File: src/rtl/pwm_cmp_ramp_ctrl_if.sv
// ---------------------------------------------------------------------------
// pwm_cmp_ramp_ctrl_if
// Byte-wide register write bus from the I2C register interface into the
// PWM compare ramp controller.
//   reg_addr  : register address (REGBITS wide)
//   reg_data  : 8-bit write data
//   reg_valid : one-cycle write strobe
// master drives the bus (register interface), slave receives it (controller).
// ---------------------------------------------------------------------------
interface pwm_cmp_ramp_ctrl_if #(
    parameter int REGBITS = 3
);
    logic [REGBITS-1:0] reg_addr;
    logic [7:0]         reg_data;
    logic               reg_valid;

    modport master (
        output reg_addr,
        output reg_data,
        output reg_valid
    );

    modport slave (
        input reg_addr,
        input reg_data,
        input reg_valid
    );
endinterface

File: src/rtl/pwm_cmp_ramp_ctrl.sv
// ---------------------------------------------------------------------------
// pwm_cmp_ramp_ctrl
// Sits between the I2C register interface and the PWM compare input. Byte
// writes are assembled into a scratch value; a commit makes it the target,
// and cmp then moves toward the target only on PWM period boundaries, either
// as a rate-limited ramp (effective step counts per period) or as a single
// aligned jump.
//
// Ports:
//   clk          : system clock (PWM slow clock domain)
//   rst_n        : asynchronous active-low reset
//   bus          : register write bus (reg_addr / reg_data / reg_valid)
//   period_start : one-cycle strobe on the first cycle of each PWM period
//   cmp          : compare value driven to the PWM
//   target       : committed target
//   busy         : high while a ramp or jump is pending
//   update_pulse : one-cycle pulse on each cycle cmp changes
//   done         : one-cycle pulse on the cycle cmp reaches target
//
// Register map: 0/1/2 scratch bytes, 3 commit, 4/5 step bytes,
//               6 ctrl (bit0 jump mode, bit1 hold), 7 abort.
// ---------------------------------------------------------------------------
module pwm_cmp_ramp_ctrl #(
    parameter int               WIDTH     = 19,
    parameter int               REGBITS   = 3,
    parameter logic [WIDTH-1:0] RESET_CMP = WIDTH'(19'h50001)
) (
    input  logic                clk,
    input  logic                rst_n,
    pwm_cmp_ramp_ctrl_if.slave  bus,
    input  logic                period_start,
    output logic [WIDTH-1:0]    cmp,
    output logic [WIDTH-1:0]    target,
    output logic                busy,
    output logic                update_pulse,
    output logic                done
);

    localparam int DW = WIDTH + 1;

    typedef enum logic [1:0] {
        IDLE,
        RAMP,
        JUMP
    } state_t;

    state_t           state;
    logic [WIDTH-1:0] scratch;
    logic [15:0]      step;
    logic [1:0]       ctrl;

    logic             wr_commit;
    logic             wr_abort;
    logic             advance;
    logic [DW-1:0]    eff_step;
    logic [DW-1:0]    diff;
    logic [WIDTH-1:0] ramp_cmp;
    logic [WIDTH-1:0] cmp_after;
    logic [WIDTH-1:0] target_after;

    assign wr_commit = bus.reg_valid && (bus.reg_addr == REGBITS'(3));
    assign wr_abort  = bus.reg_valid && (bus.reg_addr == REGBITS'(7));

    // An abort on a boundary cycle wins: cmp stays put and the target
    // snaps to it, so an abort never moves cmp.
    assign advance = period_start && !ctrl[1] && (state != IDLE) && !wr_abort;

    assign busy = (state != IDLE);

    // Candidate cmp value for this boundary. The difference is taken in
    // WIDTH+1 bits so full-scale moves neither wrap nor overshoot; when the
    // remaining distance fits in one step the target is loaded exactly.
    always_comb begin
        eff_step = (step == 16'h0000) ? DW'(1) : DW'(step);
        if (target >= cmp) begin
            diff = {1'b0, target} - {1'b0, cmp};
        end else begin
            diff = {1'b0, cmp} - {1'b0, target};
        end
        ramp_cmp = target;
        if ((state == RAMP) && (diff > eff_step)) begin
            if (target > cmp) begin
                ramp_cmp = cmp + eff_step[WIDTH-1:0];
            end else begin
                ramp_cmp = cmp - eff_step[WIDTH-1:0];
            end
        end
        cmp_after    = advance ? ramp_cmp : cmp;
        target_after = wr_commit ? scratch : (wr_abort ? cmp : target);
    end

    // Register file, compare/target update and FSM. On a commit coinciding
    // with a boundary the step is taken toward the old target, then the new
    // target decides whether anything is still pending; done only fires if
    // cmp actually lands on the target that is in force afterwards.
    always_ff @(posedge clk or negedge rst_n) begin
        if (!rst_n) begin
            state        <= IDLE;
            cmp          <= RESET_CMP;
            target       <= RESET_CMP;
            scratch      <= RESET_CMP;
            step         <= 16'h0001;
            ctrl         <= 2'b00;
            update_pulse <= 1'b0;
            done         <= 1'b0;
        end else begin
            update_pulse <= advance;
            done         <= advance && (cmp_after == target_after);
            cmp          <= cmp_after;
            target       <= target_after;

            if (bus.reg_valid) begin
                case (bus.reg_addr)
                    REGBITS'(0): scratch[7:0]        <= bus.reg_data;
                    REGBITS'(1): scratch[15:8]       <= bus.reg_data;
                    REGBITS'(2): scratch[WIDTH-1:16] <= bus.reg_data[WIDTH-17:0];
                    REGBITS'(4): step[7:0]           <= bus.reg_data;
                    REGBITS'(5): step[15:8]          <= bus.reg_data;
                    REGBITS'(6): ctrl                <= bus.reg_data[1:0];
                    default: ;
                endcase
            end

            if (wr_abort) begin
                state <= IDLE;
            end else if (wr_commit) begin
                if (cmp_after == scratch) begin
                    state <= IDLE;
                end else if (ctrl[0]) begin
                    state <= JUMP;
                end else begin
                    state <= RAMP;
                end
            end else if (advance && (cmp_after == target)) begin
                state <= IDLE;
            end
        end
    end

endmodule

File: src/flat_wrapper.sv
// flat-port wrapper written by rule: the top's interface ports become plain ports
module pwm_cmp_ramp_ctrl_flat 
#(
    parameter int               WIDTH     = 19,
    parameter int               REGBITS   = 3,
    parameter logic [WIDTH-1:0] RESET_CMP = WIDTH'(19'h50001)
)
  (clk, rst_n, period_start, cmp, target, busy, update_pulse, done, bus_reg_addr, bus_reg_data, bus_reg_valid);
  pwm_cmp_ramp_ctrl_if #(.REGBITS(REGBITS)) bus_i ();
  input  logic clk;
  input  logic rst_n;
  input  logic period_start;
  output logic [WIDTH-1:0] cmp;
  output logic [WIDTH-1:0] target;
  output logic busy;
  output logic update_pulse;
  output logic done;
  input wire logic [$bits(bus_i.reg_addr)-1:0] bus_reg_addr;
  input wire logic [$bits(bus_i.reg_data)-1:0] bus_reg_data;
  input wire logic [$bits(bus_i.reg_valid)-1:0] bus_reg_valid;
  assign bus_i.reg_addr = bus_reg_addr;
  assign bus_i.reg_data = bus_reg_data;
  assign bus_i.reg_valid = bus_reg_valid;
  pwm_cmp_ramp_ctrl #(.WIDTH(WIDTH), .REGBITS(REGBITS), .RESET_CMP(RESET_CMP)) u_core (.clk(clk), .rst_n(rst_n), .bus(bus_i), .period_start(period_start), .cmp(cmp), .target(target), .busy(busy), .update_pulse(update_pulse), .done(done));
endmodule
File: config.mk
export PLATFORM = sky130hd
export DESIGN_NAME = pwm_cmp_ramp_ctrl_flat
export DESIGN_NICKNAME = d
export VERILOG_FILES = /design/src/rtl/pwm_cmp_ramp_ctrl_if.sv /design/src/rtl/pwm_cmp_ramp_ctrl.sv /design/src/flat_wrapper.sv
export SDC_FILE = /design/constraint.sdc
export NUM_CORES = 1
export LEC_CHECK = 0
export ABC_AREA = 0
export CELL_PAD_IN_SITES_DETAIL_PLACEMENT = 0
export CELL_PAD_IN_SITES_GLOBAL_PLACEMENT = 1
export CORE_UTILIZATION = 50
export DETAILED_ROUTE_END_ITERATION = 8
export PLACE_DENSITY_LB_ADDON = 0.1
export SYNTH_ARGS = -nofsm -noshare
export SYNTH_HDL_FRONTEND = slang
export SYNTH_SLANG_ARGS = --single-unit
File: constraint.sdc
create_clock -name clk -period 9.44 [get_ports clk]
set_input_delay 1.416 -clock clk [delete_from_list [all_inputs] [get_ports clk]]
set_output_delay 1.416 -clock clk [all_outputs]
set_load 0.1 [all_outputs]
==> flow_summary.toml, run 1 <==
[critical_path]
timing.critical_path.required_ps = 9670
cp-end-kind = "register"
crit_path_max_incr_delay_ps = 780
crit_arrival_ps = 7590
path_buf_inv = 2
worstSetupStartpointType = "register"
critPathTopFamily = "compound AO/OA/AOI/OAI gates"
category_of_the_critical_setup_timing_path = "register to register"
slowest_cp_cell = "sky130_fd_sc_hd__a211o_1"
critical_path.cell_chain = "inv_1, ha_1, and3_1, nand2_1, nor4_1, a211o_1, a21oi_1, a21oi_1, o221ai_1, a31oi_1, xnor2_1, ha_1, nand2_1, nor2_1, a211oi_1, a32o_1, o2111ai_1, o211ai_4, buf_4, mux2i_1, o22ai_1, a2111oi_0, o211ai_1, a32o_1"
highest_fanout_seen_on_the_critical_path = 29

[timing]
worst_slew_margin_rel_pct = 29.1
report.final.slew_viol_count = 0
hold_viol = 0
period_share_pct = 78.0
fin_skew_ps = 4.43
fin_crit_ps = 7360
grt_setup_unrepaired = "no"
finalWorstSetupSlack_ps = 2080
count_of_endpoints_failing_setup_in_the_final_report = 0
measured_slew_at_the_worst_slew_check_pin_ps = 1060
max_freq_mhz = 136
setup-tns-final_ps = 0

[clock_tree]
cts-buffers-inserted = 9
cts_hold_buffers = 0
clk-insertion-delay-late_ps = 340
cts.sinks = 79
number_of_h_tree_levels = 3
root_driver = "sky130_fd_sc_hd__clkbuf_16"
max-clock-path-buffers = 2
cts-resized-gates = 0
path_clk_slew_ps = 60
cts_setup_buffers = 0
tritoncts = "done"

[floorplanning]
fp.coreArea_um2 = 16000
floorplan.die_area_um2 = 17100
die_y_um = 131
core.rowCount = 46
floorplan.io_pins = 56
start_util_pct = 51.8
die_x_um = 131

[grt]
globalRoute.totalOverflow = 0
global_route_wire_length_before_repair_mm = 43.1
grt_pass1_vias = 7338
grt_usage_pct = 34.5
grt_antenna_before_repair = 0
grt_start_max_net_pins = 80

[route]
wire_per_inst_um = 22.7
drt_first_pass_iters = 5
finalWirelength_mm = 28.3
drt-initial-drc-count = 885
via_count = 7766
wl_met1_mm = 12.3
met3RoutedLength_mm = 2.04
met2WireLength_mm = 13.2
remaining_drc_errors = 0
antenna_left = 0
top_layer_in_use = "met4"
vias_per_inst = 6.23

[synth]
seq_area_frac_synth_pct = 24.0
number_of_warnings_issued_by_yosys = 0
post_synth_num_cell_types = 79
synthesis.area_per_instance_um2 = 8.31
postSynthNetCount = 1088
synthArstFlopShare_pct = 100
synth.ff_latch_count = 79
count_of_flip_flops_with_a_built_in_enable_after_synthesis = 0
postSynthCellCount = 997
total_standard_cell_area_after_synthesis_um2 = 8280
ys_dominant_reg_cell = "sky130_fd_sc_hd__dfrtp_1"

[cells_and_area]
flow.area_growth_from_synthesis_pct = 11.7
finish.instance_area_um2 = 9250
antenna_cells_inserted = 0
final_common_cell = "sky130_fd_sc_hd__nand2_1"
fin_nets = 1117
mostFrequentLayoutCells = "sky130_fd_sc_hd__nand2_1, sky130_fd_sc_hd__inv_1, sky130_fd_sc_hd__ha_1, sky130_fd_sc_hd__xnor2_1"
post_route_cells_drive_above_1_share_pct = 8.15

[run]
max_capacitance_violation_count = 0

[place]
placement.io_buffers = 55
postPlaceCellArea_um2 = 8940
gpl.final_weighted_congestion = 0.965
place.detailed.hpwl_mm = 22.4
place_worst_setup_slack_ps = 2170

[hold_path]
hold_class = "register to register"

[outcome]
status = "completed"
-- cell usage after synthesis (10+ instances only) --
library cell               count  area [µm²]
sky130_fd_sc_hd__nand2_1     100         375
sky130_fd_sc_hd__inv_1        80         300
sky130_fd_sc_hd__ha_1         73         913
sky130_fd_sc_hd__xnor2_1      72         631
sky130_fd_sc_hd__a21oi_1      70         350
sky130_fd_sc_hd__o21ai_0      70         350
sky130_fd_sc_hd__dfrtp_1      69        1730
sky130_fd_sc_hd__mux2i_1      45         450
sky130_fd_sc_hd__xor2_1       34         298
sky130_fd_sc_hd__nor2_1       31         116
sky130_fd_sc_hd__nor3_1       27         135
sky130_fd_sc_hd__clkbuf_1     25        93.8
sky130_fd_sc_hd__mux2_2       25         282
sky130_fd_sc_hd__nand3_1      21         105
sky130_fd_sc_hd__a21o_1       18         135
sky130_fd_sc_hd__nand4_1      14        87.6
sky130_fd_sc_hd__and3_1       13        81.3
sky130_fd_sc_hd__buf_2        10        50.1
sky130_fd_sc_hd__dfstp_2      10         263
-- cell type report --
type	instances	area, µm²
clock buffers	10	239
clock inverters	6	67.6
fillers	1563	6750
inverters	81	304
multi-input cells	791	5760
flip-flops and latches	79	1990
well taps	216	270
repair buffers	64	616
-- layer usage --
layer	vias to the layer above	track usage, %
met5	-	0
met1	3724	48.1
met4	0	10.8
met3	54	3.83
li1	3650	-
met2	338	55.9
-- through the flow --
step | std cells | hold WS [ps] | util [%]
3_5_place_dp | 1231 | 503 | 55.9
3_3_place_gp | 1231 | 490 | 55.9
2_1_floorplan | 997 | 479 | -
6_report | 1247 | 517 | 57.8
5_1_grt | 1247 | 545 | 57.8
4_1_cts | 1247 | 517 | 57.8
-- state kept, by name (all words and copies together), names as in the netlist --
name                 cells
u_core.cmp              19
u_core.ctrl              2
u_core.done              1
u_core.scratch          19
u_core.state             2
u_core.step             16
u_core.target           19
u_core.update_pulse      1
-- worst paths after layout --
kind | start | endpoint | slack (ps) | depth (start not counted)
max | u_core.cmp[18]$_DFF_PN1_ | u_core.state[1]$_DFFE_PN0P_ | 2080 | 24
min | u_core.ctrl[1]$_DFFE_PN0P_ | u_core.ctrl[1]$_DFFE_PN0P_ | 520 | 1
max reg2reg | u_core.cmp[18]$_DFF_PN1_ | u_core.state[1]$_DFFE_PN0P_ | 2080 | 24
min reg2reg | u_core.ctrl[1]$_DFFE_PN0P_ | u_core.ctrl[1]$_DFFE_PN0P_ | 520 | 1
max in group asynchronous | rst_n | u_core.scratch[4]$_DFFE_PN0P_ | 7530 | 1
min in group asynchronous | rst_n | u_core.scratch[2]$_DFFE_PN0P_ | 1240 | 1
-- cells by family (layout without fill, tap and decap cells) --
kind of cell               after synthesis  after routing  synth area share, %
DFF                                     79             79                 24.0
adders and majority gates               76             76                 11.8
muxes                                   71             71                 8.97
AOI/OAI and AO/OA                      277            277                 22.0
buffers and inverters                  127            161                 6.50
and+or+nand+nor                        261            261                 15.6
xor gates and xnor gates               106            106                 11.2
Power of run 1 is left out: the tool's default activity adds up to more than one toggle a clock period on the data nets, which glitch-free logic cannot reach.
==> run 2: changes to the inputs <==
--- a/config.mk
+++ b/config.mk
@@ -8,7 +8,7 @@
 export ABC_AREA = 0
 export CELL_PAD_IN_SITES_DETAIL_PLACEMENT = 0
 export CELL_PAD_IN_SITES_GLOBAL_PLACEMENT = 1
-export CORE_UTILIZATION = 50
+export CORE_UTILIZATION = 46
 export DETAILED_ROUTE_END_ITERATION = 8
 export PLACE_DENSITY_LB_ADDON = 0.1
 export SYNTH_ARGS = -nofsm -noshare
==> constraint.sdc (replaced) <==
create_clock -name clk -period 7.6 [get_ports clk]
set_input_delay 1.14 -clock clk [delete_from_list [all_inputs] [get_ports clk]]
set_output_delay 1.14 -clock clk [all_outputs]
set_load 0.1 [all_outputs]
==> run 2 against run 1 <==
Compared with the run above:
- via count is 1.5% higher
- core utilization shrank 4.2 points
- routed wire length increased by 7.2%
- worst setup slack lost 1500 ps
- highest routed layer unchanged
==> flow_summary.toml, run 2 (synthesis gave the netlist of run 1 again) <==
[critical_path]
crit_arrival_ps = 7230
r2r_slack_ps = 610
highest_fanout_seen_on_the_critical_path = 29
cp-end-kind = "register"
worstSetupStartpointType = "register"
timing.critical_path.required_ps = 7830
worst_r2r_end = "u_core.state[1]$_DFFE_PN0P_"
crit_path_end = "u_core.state[1]$_DFFE_PN0P_"
category_of_the_critical_setup_timing_path = "register to register"
worstReg2RegStart = "u_core.cmp[18]$_DFF_PN1_"
worst-r2r-cell-count = 22
worstSetupStartpoint = "u_core.cmp[18]$_DFF_PN1_"

[clock_tree]
tritoncts = "done"
number_of_h_tree_levels = 3
clk-insertion-delay-late_ps = 350
max-clock-path-buffers = 2
cts-resized-gates = 0
cts_hold_buffers = 0
root_driver = "sky130_fd_sc_hd__clkbuf_16"
cts-buffers-inserted = 9
cts.sinks = 79
path_clk_slew_ps = 70
cts_setup_buffers = 0

[cells_and_area]
multiInputGateArea_um2 = 5760
post_route_cells_drive_above_1_share_pct = 9.38
biggestRegsByFlops = "u_core.cmp x19, u_core.scratch x19, u_core.target x19"
regArea_um2 = 1990
fillerInstances = 1696
final_common_cell = "sky130_fd_sc_hd__nand2_1"
fin_nets = 1131
flow.area_growth_from_synthesis_pct = 12.8
mostFrequentLayoutCells = "sky130_fd_sc_hd__nand2_1, sky130_fd_sc_hd__inv_1, sky130_fd_sc_hd__ha_1, sky130_fd_sc_hd__xnor2_1"
antenna_cells_inserted = 0

[place]
gpl.final_weighted_congestion = 0.944
place.detailed.hpwl_mm = 24.0
placement.io_buffers = 55

[grt]
grt_antenna_before_repair = 0
global_route_wire_length_before_repair_mm = 45.9
globalRoute.totalOverflow = 0
grt_pass1_vias = 7570
grt_start_max_net_pins = 80
grt_usage_pct = 33.6

[timing]
count_of_endpoints_failing_setup_in_the_final_report = 0
fin_skew_ps = 7.58
period_share_pct = 92.0
measured_slew_at_the_worst_slew_check_pin_ps = 1060
report.final.slew_viol_count = 0
setup-tns-final_ps = 0
worst_slew_margin_rel_pct = 29.2
max_freq_mhz = 143
fin_crit_ps = 6990
hold_viol = 0
grt_setup_unrepaired = "no"

[floorplanning]
core.rowCount = 48
fp.coreArea_um2 = 17400
die_x_um = 136
die_y_um = 136
floorplan.io_pins = 56
floorplan.die_area_um2 = 18500
start_util_pct = 47.6

[route]
drt_first_pass_iters = 5
remaining_drc_errors = 0
antenna_left = 0
drt-initial-drc-count = 674
via_count = 7883
wire_per_inst_um = 23.9
vias_per_inst = 6.21
finalWirelength_mm = 30.3

[outcome]
status = "completed"

[hold_path]
hold_path.startpoint = "u_core.ctrl[1]$_DFFE_PN0P_"
worstHoldPathCells = 1
hold_class = "register to register"

[run]
max_capacitance_violation_count = 0
[run 2: changes by cell type in the layout (fill, tap and decap cells not counted), sizes merged]
cell,delta
inv,+1
bufinv,-1
clkinv,+1
clkbuf,-1
buf,+14
[run 2: worst min-delay path by stage]
stage	endpoint	slack, ps
finish	u_core.ctrl[1]$_DFFE_PN0P_	520
global route	u_core.ctrl[1]$_DFFE_PN0P_	530
CTS	u_core.ctrl[1]$_DFFE_PN0P_	510
detailed placement	u_core.ctrl[1]$_DFFE_PN0P_	500
global placement	u_core.ctrl[1]$_DFFE_PN0P_	490
floorplan	u_core.state[0]$_DFFE_PN0P_	480
[run 2: worst max-delay path, cell delays in order (launching register included)]
cell and delay (ps):
sky130_fd_sc_hd__dfstp_2 640, sky130_fd_sc_hd__inv_1 150, sky130_fd_sc_hd__ha_1 500, sky130_fd_sc_hd__and3_1 260
sky130_fd_sc_hd__nand2_1 100, sky130_fd_sc_hd__nor4_1 370, sky130_fd_sc_hd__a211o_1 300, sky130_fd_sc_hd__buf_4 310
sky130_fd_sc_hd__mux2i_1 260, sky130_fd_sc_hd__xor2_1 220, sky130_fd_sc_hd__ha_1 280, sky130_fd_sc_hd__nand4_1 100
sky130_fd_sc_hd__nor2_1 70, sky130_fd_sc_hd__a21boi_0 150, sky130_fd_sc_hd__o41ai_1 350, sky130_fd_sc_hd__a32o_1 230
sky130_fd_sc_hd__o2111ai_1 170, sky130_fd_sc_hd__o211ai_4 840, sky130_fd_sc_hd__mux2i_1 560, sky130_fd_sc_hd__o22ai_1 150
sky130_fd_sc_hd__a2111oi_0 410, sky130_fd_sc_hd__o211ai_1 150, sky130_fd_sc_hd__a32o_1 280
[run 2: cell type report]
| type | instances | share of cell area, % |
|---|---|---|
| inverter | 81 | 3.26 |
| multi-input combinational | 791 | 61.7 |
| timing repair buffer | 78 | 7.72 |
| clock inverter | 7 | 0.589 |
| clock buffer | 9 | 2.41 |
| sequential | 79 | 21.3 |
| tap | 225 | 3.01 |
[run 2: routing by layer]
metal / global-route usage (%) / vias to the layer above / part of all wire (%)
li1: - / 3674 / -
met1: 47.2 / 3835 / 45
met2: 52.3 / 322 / 45
met3: 5.03 / 52 / 7.2
met4: 11.7 / 0 / 2.8
met5: 0 / - / 0
[run 2: stage by stage]
stage               utilization, %  hold slack, ps  instance area [µm²]  setup slack, ps  instances
finish                        53.6             516                 9340              606       1270
detailed placement            52.0             498                 9060              796       1254
floorplan                        -             479                 8280             1410        997
CTS                           53.6             512                 9340              720       1270
global placement              52.0             491                 9060              837       1254
global route                  53.6             533                 9340              323       1270
Power of run 2 is left out for the same reason.
==> run 3: changes to the inputs <==
--- a/config.mk
+++ b/config.mk
@@ -9,8 +9,9 @@
 export CELL_PAD_IN_SITES_DETAIL_PLACEMENT = 0
 export CELL_PAD_IN_SITES_GLOBAL_PLACEMENT = 1
 export CORE_UTILIZATION = 46
+export CTS_BUF_LIST = sky130_fd_sc_hd__clkbuf_16
 export DETAILED_ROUTE_END_ITERATION = 8
-export PLACE_DENSITY_LB_ADDON = 0.1
+export PLACE_DENSITY = 0.86
 export SYNTH_ARGS = -nofsm -noshare
 export SYNTH_HDL_FRONTEND = slang
 export SYNTH_SLANG_ARGS = --single-unit
==> run 3 against run 2 <==
Compared with the run above:
- via count grew 2.5%
- sequential share of layout area decreased by 0.27 points
- worst hold slack improved by 2.3 ps
- final cell count hardly changed
- final area increased by 1.3%
- flip-flop and latch count did not move
- register-to-register slack improved by 120 ps
- routed wire length fell by 3.4%
- critical path depth is 1 higher
- clock skew is 1.3 ps higher
==> flow_summary.toml, run 3 (synthesis gave the netlist of run 1 again) <==
[outcome]
status = "completed"

[grt]
gr-max-usage-layer = "met2"
global_route_wire_length_before_repair_mm = 45.3
globalRoute.totalOverflow = 0
met1_usage_pct = 45.3
grt_antenna_before_repair = 0
grt_pass1_vias = 7672
m3_gr_usage_pct = 4.40
grt_usage_pct = 32.8
global_route.usage.met2_pct = 51.9
grt_start_max_net_pins = 80

[timing]
count_of_endpoints_failing_setup_in_the_final_report = 0
fin_skew_ps = 8.92
grt_setup_unrepaired = "no"
hold_viol = 0
max_freq_mhz = 146
period_share_pct = 90.4
setup-tns-final_ps = 0
fin_crit_ps = 6870
measured_slew_at_the_worst_slew_check_pin_ps = 1030
worst_slew_margin_rel_pct = 31.2
report.final.slew_viol_count = 0
finalWorstSetupSlack_ps = 730

[clock_tree]
cts-resized-gates = 0
path_clk_slew_ps = 60
cts_hold_buffers = 0
cts.sinks = 79
root_driver = "sky130_fd_sc_hd__clkbuf_16"
clk-insertion-delay-late_ps = 350
cts-buffers-inserted = 9
tritoncts = "done"
cts_setup_buffers = 0
max-clock-path-buffers = 2
number_of_h_tree_levels = 3

[cells_and_area]
final_core_util_pct = 54.3
multiInputGateArea_um2 = 5760
fin_nets = 1132
regArea_um2 = 1990
flow.area_growth_from_synthesis_pct = 14.2
biggestRegsByFlops = "u_core.cmp x19, u_core.scratch x19, u_core.target x19"
final_common_cell = "sky130_fd_sc_hd__nand2_1"
finish.instance_area_um2 = 9460
fillerInstances = 1660
mostFrequentLayoutCells = "sky130_fd_sc_hd__nand2_1, sky130_fd_sc_hd__inv_1, sky130_fd_sc_hd__ha_1, sky130_fd_sc_hd__xnor2_1"
antenna_cells_inserted = 0
post_route_cells_drive_above_1_share_pct = 9.46

[route]
via_count = 8080
drt-initial-drc-count = 931
antenna_left = 0
finalWirelength_mm = 29.3
drt_first_pass_iters = 5
remaining_drc_errors = 0
wire_per_inst_um = 23.0
vias_per_inst = 6.36

[place]
placement.io_buffers = 55
postPlaceCellArea_um2 = 9070
place.detailed.hpwl_mm = 23.1
place_worst_setup_slack_ps = 951
gpl.final_weighted_congestion = 1.01

[critical_path]
highest_fanout_seen_on_the_critical_path = 16
crit_path_max_incr_delay_ps = 640
critPathTopFamily = "compound AO/OA/AOI/OAI gates"
category_of_the_critical_setup_timing_path = "register to register"
path_buf_inv = 2
critical_path.cell_chain = "inv_1, ha_1, and3_1, nand2_1, nor4_1, a211o_1, buf_4, nor2_1, a31o_2, xnor2_1, ha_1, nand4_1, nor2_1, a21boi_0, o41ai_1, a32o_1, o2111ai_1, o211ai_4, mux2i_1, o22ai_1, a2111oi_0, o211ai_1, a32o_1"
crit_arrival_ps = 7100
timing.critical_path.required_ps = 7830
cp-end-kind = "register"
worstSetupStartpointType = "register"
slowest_cp_cell = "sky130_fd_sc_hd__dfstp_2"

[floorplanning]
floorplan.die_area_um2 = 18500
die_y_um = 136
core.rowCount = 48
floorplan.io_pins = 56
fp.coreArea_um2 = 17400
die_x_um = 136
start_util_pct = 47.6

[run]
max_capacitance_violation_count = 0

[hold_path]
hold_class = "register to register"
## run 3: cell count changes in the layout (fill, tap and decap cells not counted), sizes merged
cell | previous run | this run
bufinv | 0 | 5
clkinvlp | 2 | 0
inv | 84 | 82
buf | 24 | 25
clkinv | 2 | 1
## run 3: path summary, 6_finish.rpt
| path | from | end | slack (ps) | depth (start not counted) |
|---|---|---|---|---|
| max | u_core.cmp[18]$_DFF_PN1_ | u_core.state[1]$_DFFE_PN0P_ | 730 | 23 |
| min | u_core.ctrl[1]$_DFFE_PN0P_ | u_core.ctrl[1]$_DFFE_PN0P_ | 520 | 1 |
| max reg2reg | u_core.cmp[18]$_DFF_PN1_ | u_core.state[1]$_DFFE_PN0P_ | 730 | 23 |
| min reg2reg | u_core.ctrl[1]$_DFFE_PN0P_ | u_core.ctrl[1]$_DFFE_PN0P_ | 520 | 1 |
| max in group asynchronous | rst_n | u_core.cmp[10]$_DFF_PN0_ | 5970 | 1 |
| min in group asynchronous | rst_n | u_core.step[8]$_DFFE_PN0P_ | 970 | 1 |
## run 3: worst reg2reg max path, stage by stage, from the launching register on
cell                        delay, ps
sky130_fd_sc_hd__dfstp_2          640
sky130_fd_sc_hd__inv_1            140
sky130_fd_sc_hd__ha_1             500
sky130_fd_sc_hd__and3_1           290
sky130_fd_sc_hd__nand2_1          110
sky130_fd_sc_hd__nor4_1           330
sky130_fd_sc_hd__a211o_1          450
sky130_fd_sc_hd__buf_4            300
sky130_fd_sc_hd__nor2_1            70
sky130_fd_sc_hd__a31o_2           220
sky130_fd_sc_hd__xnor2_1          240
sky130_fd_sc_hd__ha_1             290
sky130_fd_sc_hd__nand4_1           90
sky130_fd_sc_hd__nor2_1            50
sky130_fd_sc_hd__a21boi_0         120
sky130_fd_sc_hd__o41ai_1          310
sky130_fd_sc_hd__a32o_1           250
sky130_fd_sc_hd__o2111ai_1        180
sky130_fd_sc_hd__o211ai_4         560
sky130_fd_sc_hd__mux2i_1          600
sky130_fd_sc_hd__o22ai_1          160
sky130_fd_sc_hd__a2111oi_0        400
sky130_fd_sc_hd__o211ai_1         180
sky130_fd_sc_hd__a32o_1           290
## run 3: through the flow
step / hold slack [ps] / instances
2_1_floorplan: 479 / 997
3_3_place_gp: 490 / 1255
3_5_place_dp: 503 / 1255
4_1_cts: 516 / 1271
5_1_grt: 537 / 1271
6_report: 518 / 1271
## run 3: per-layer routing
| layer | part of all wire [%] | vias to the layer above |
|---|---|---|
| met2 | 45 | 451 |
| met5 | 0 | - |
| met3 | 8.4 | 53 |
| li1 | - | 3690 |
| met1 | 43 | 3886 |
| met4 | 3.4 | 0 |
## run 3: layout make-up
cell class                      count  area share, %
Tap cell                          225           2.98
Sequential cell                    79           21.0
Clock buffer                        9           2.38
Inverter                           81           3.21
Timing Repair Buffer               79           7.70
Multi-Input combinational cell    791           60.9
Clock inverter                      7           1.77
Power of run 3 is left out for the same reason.
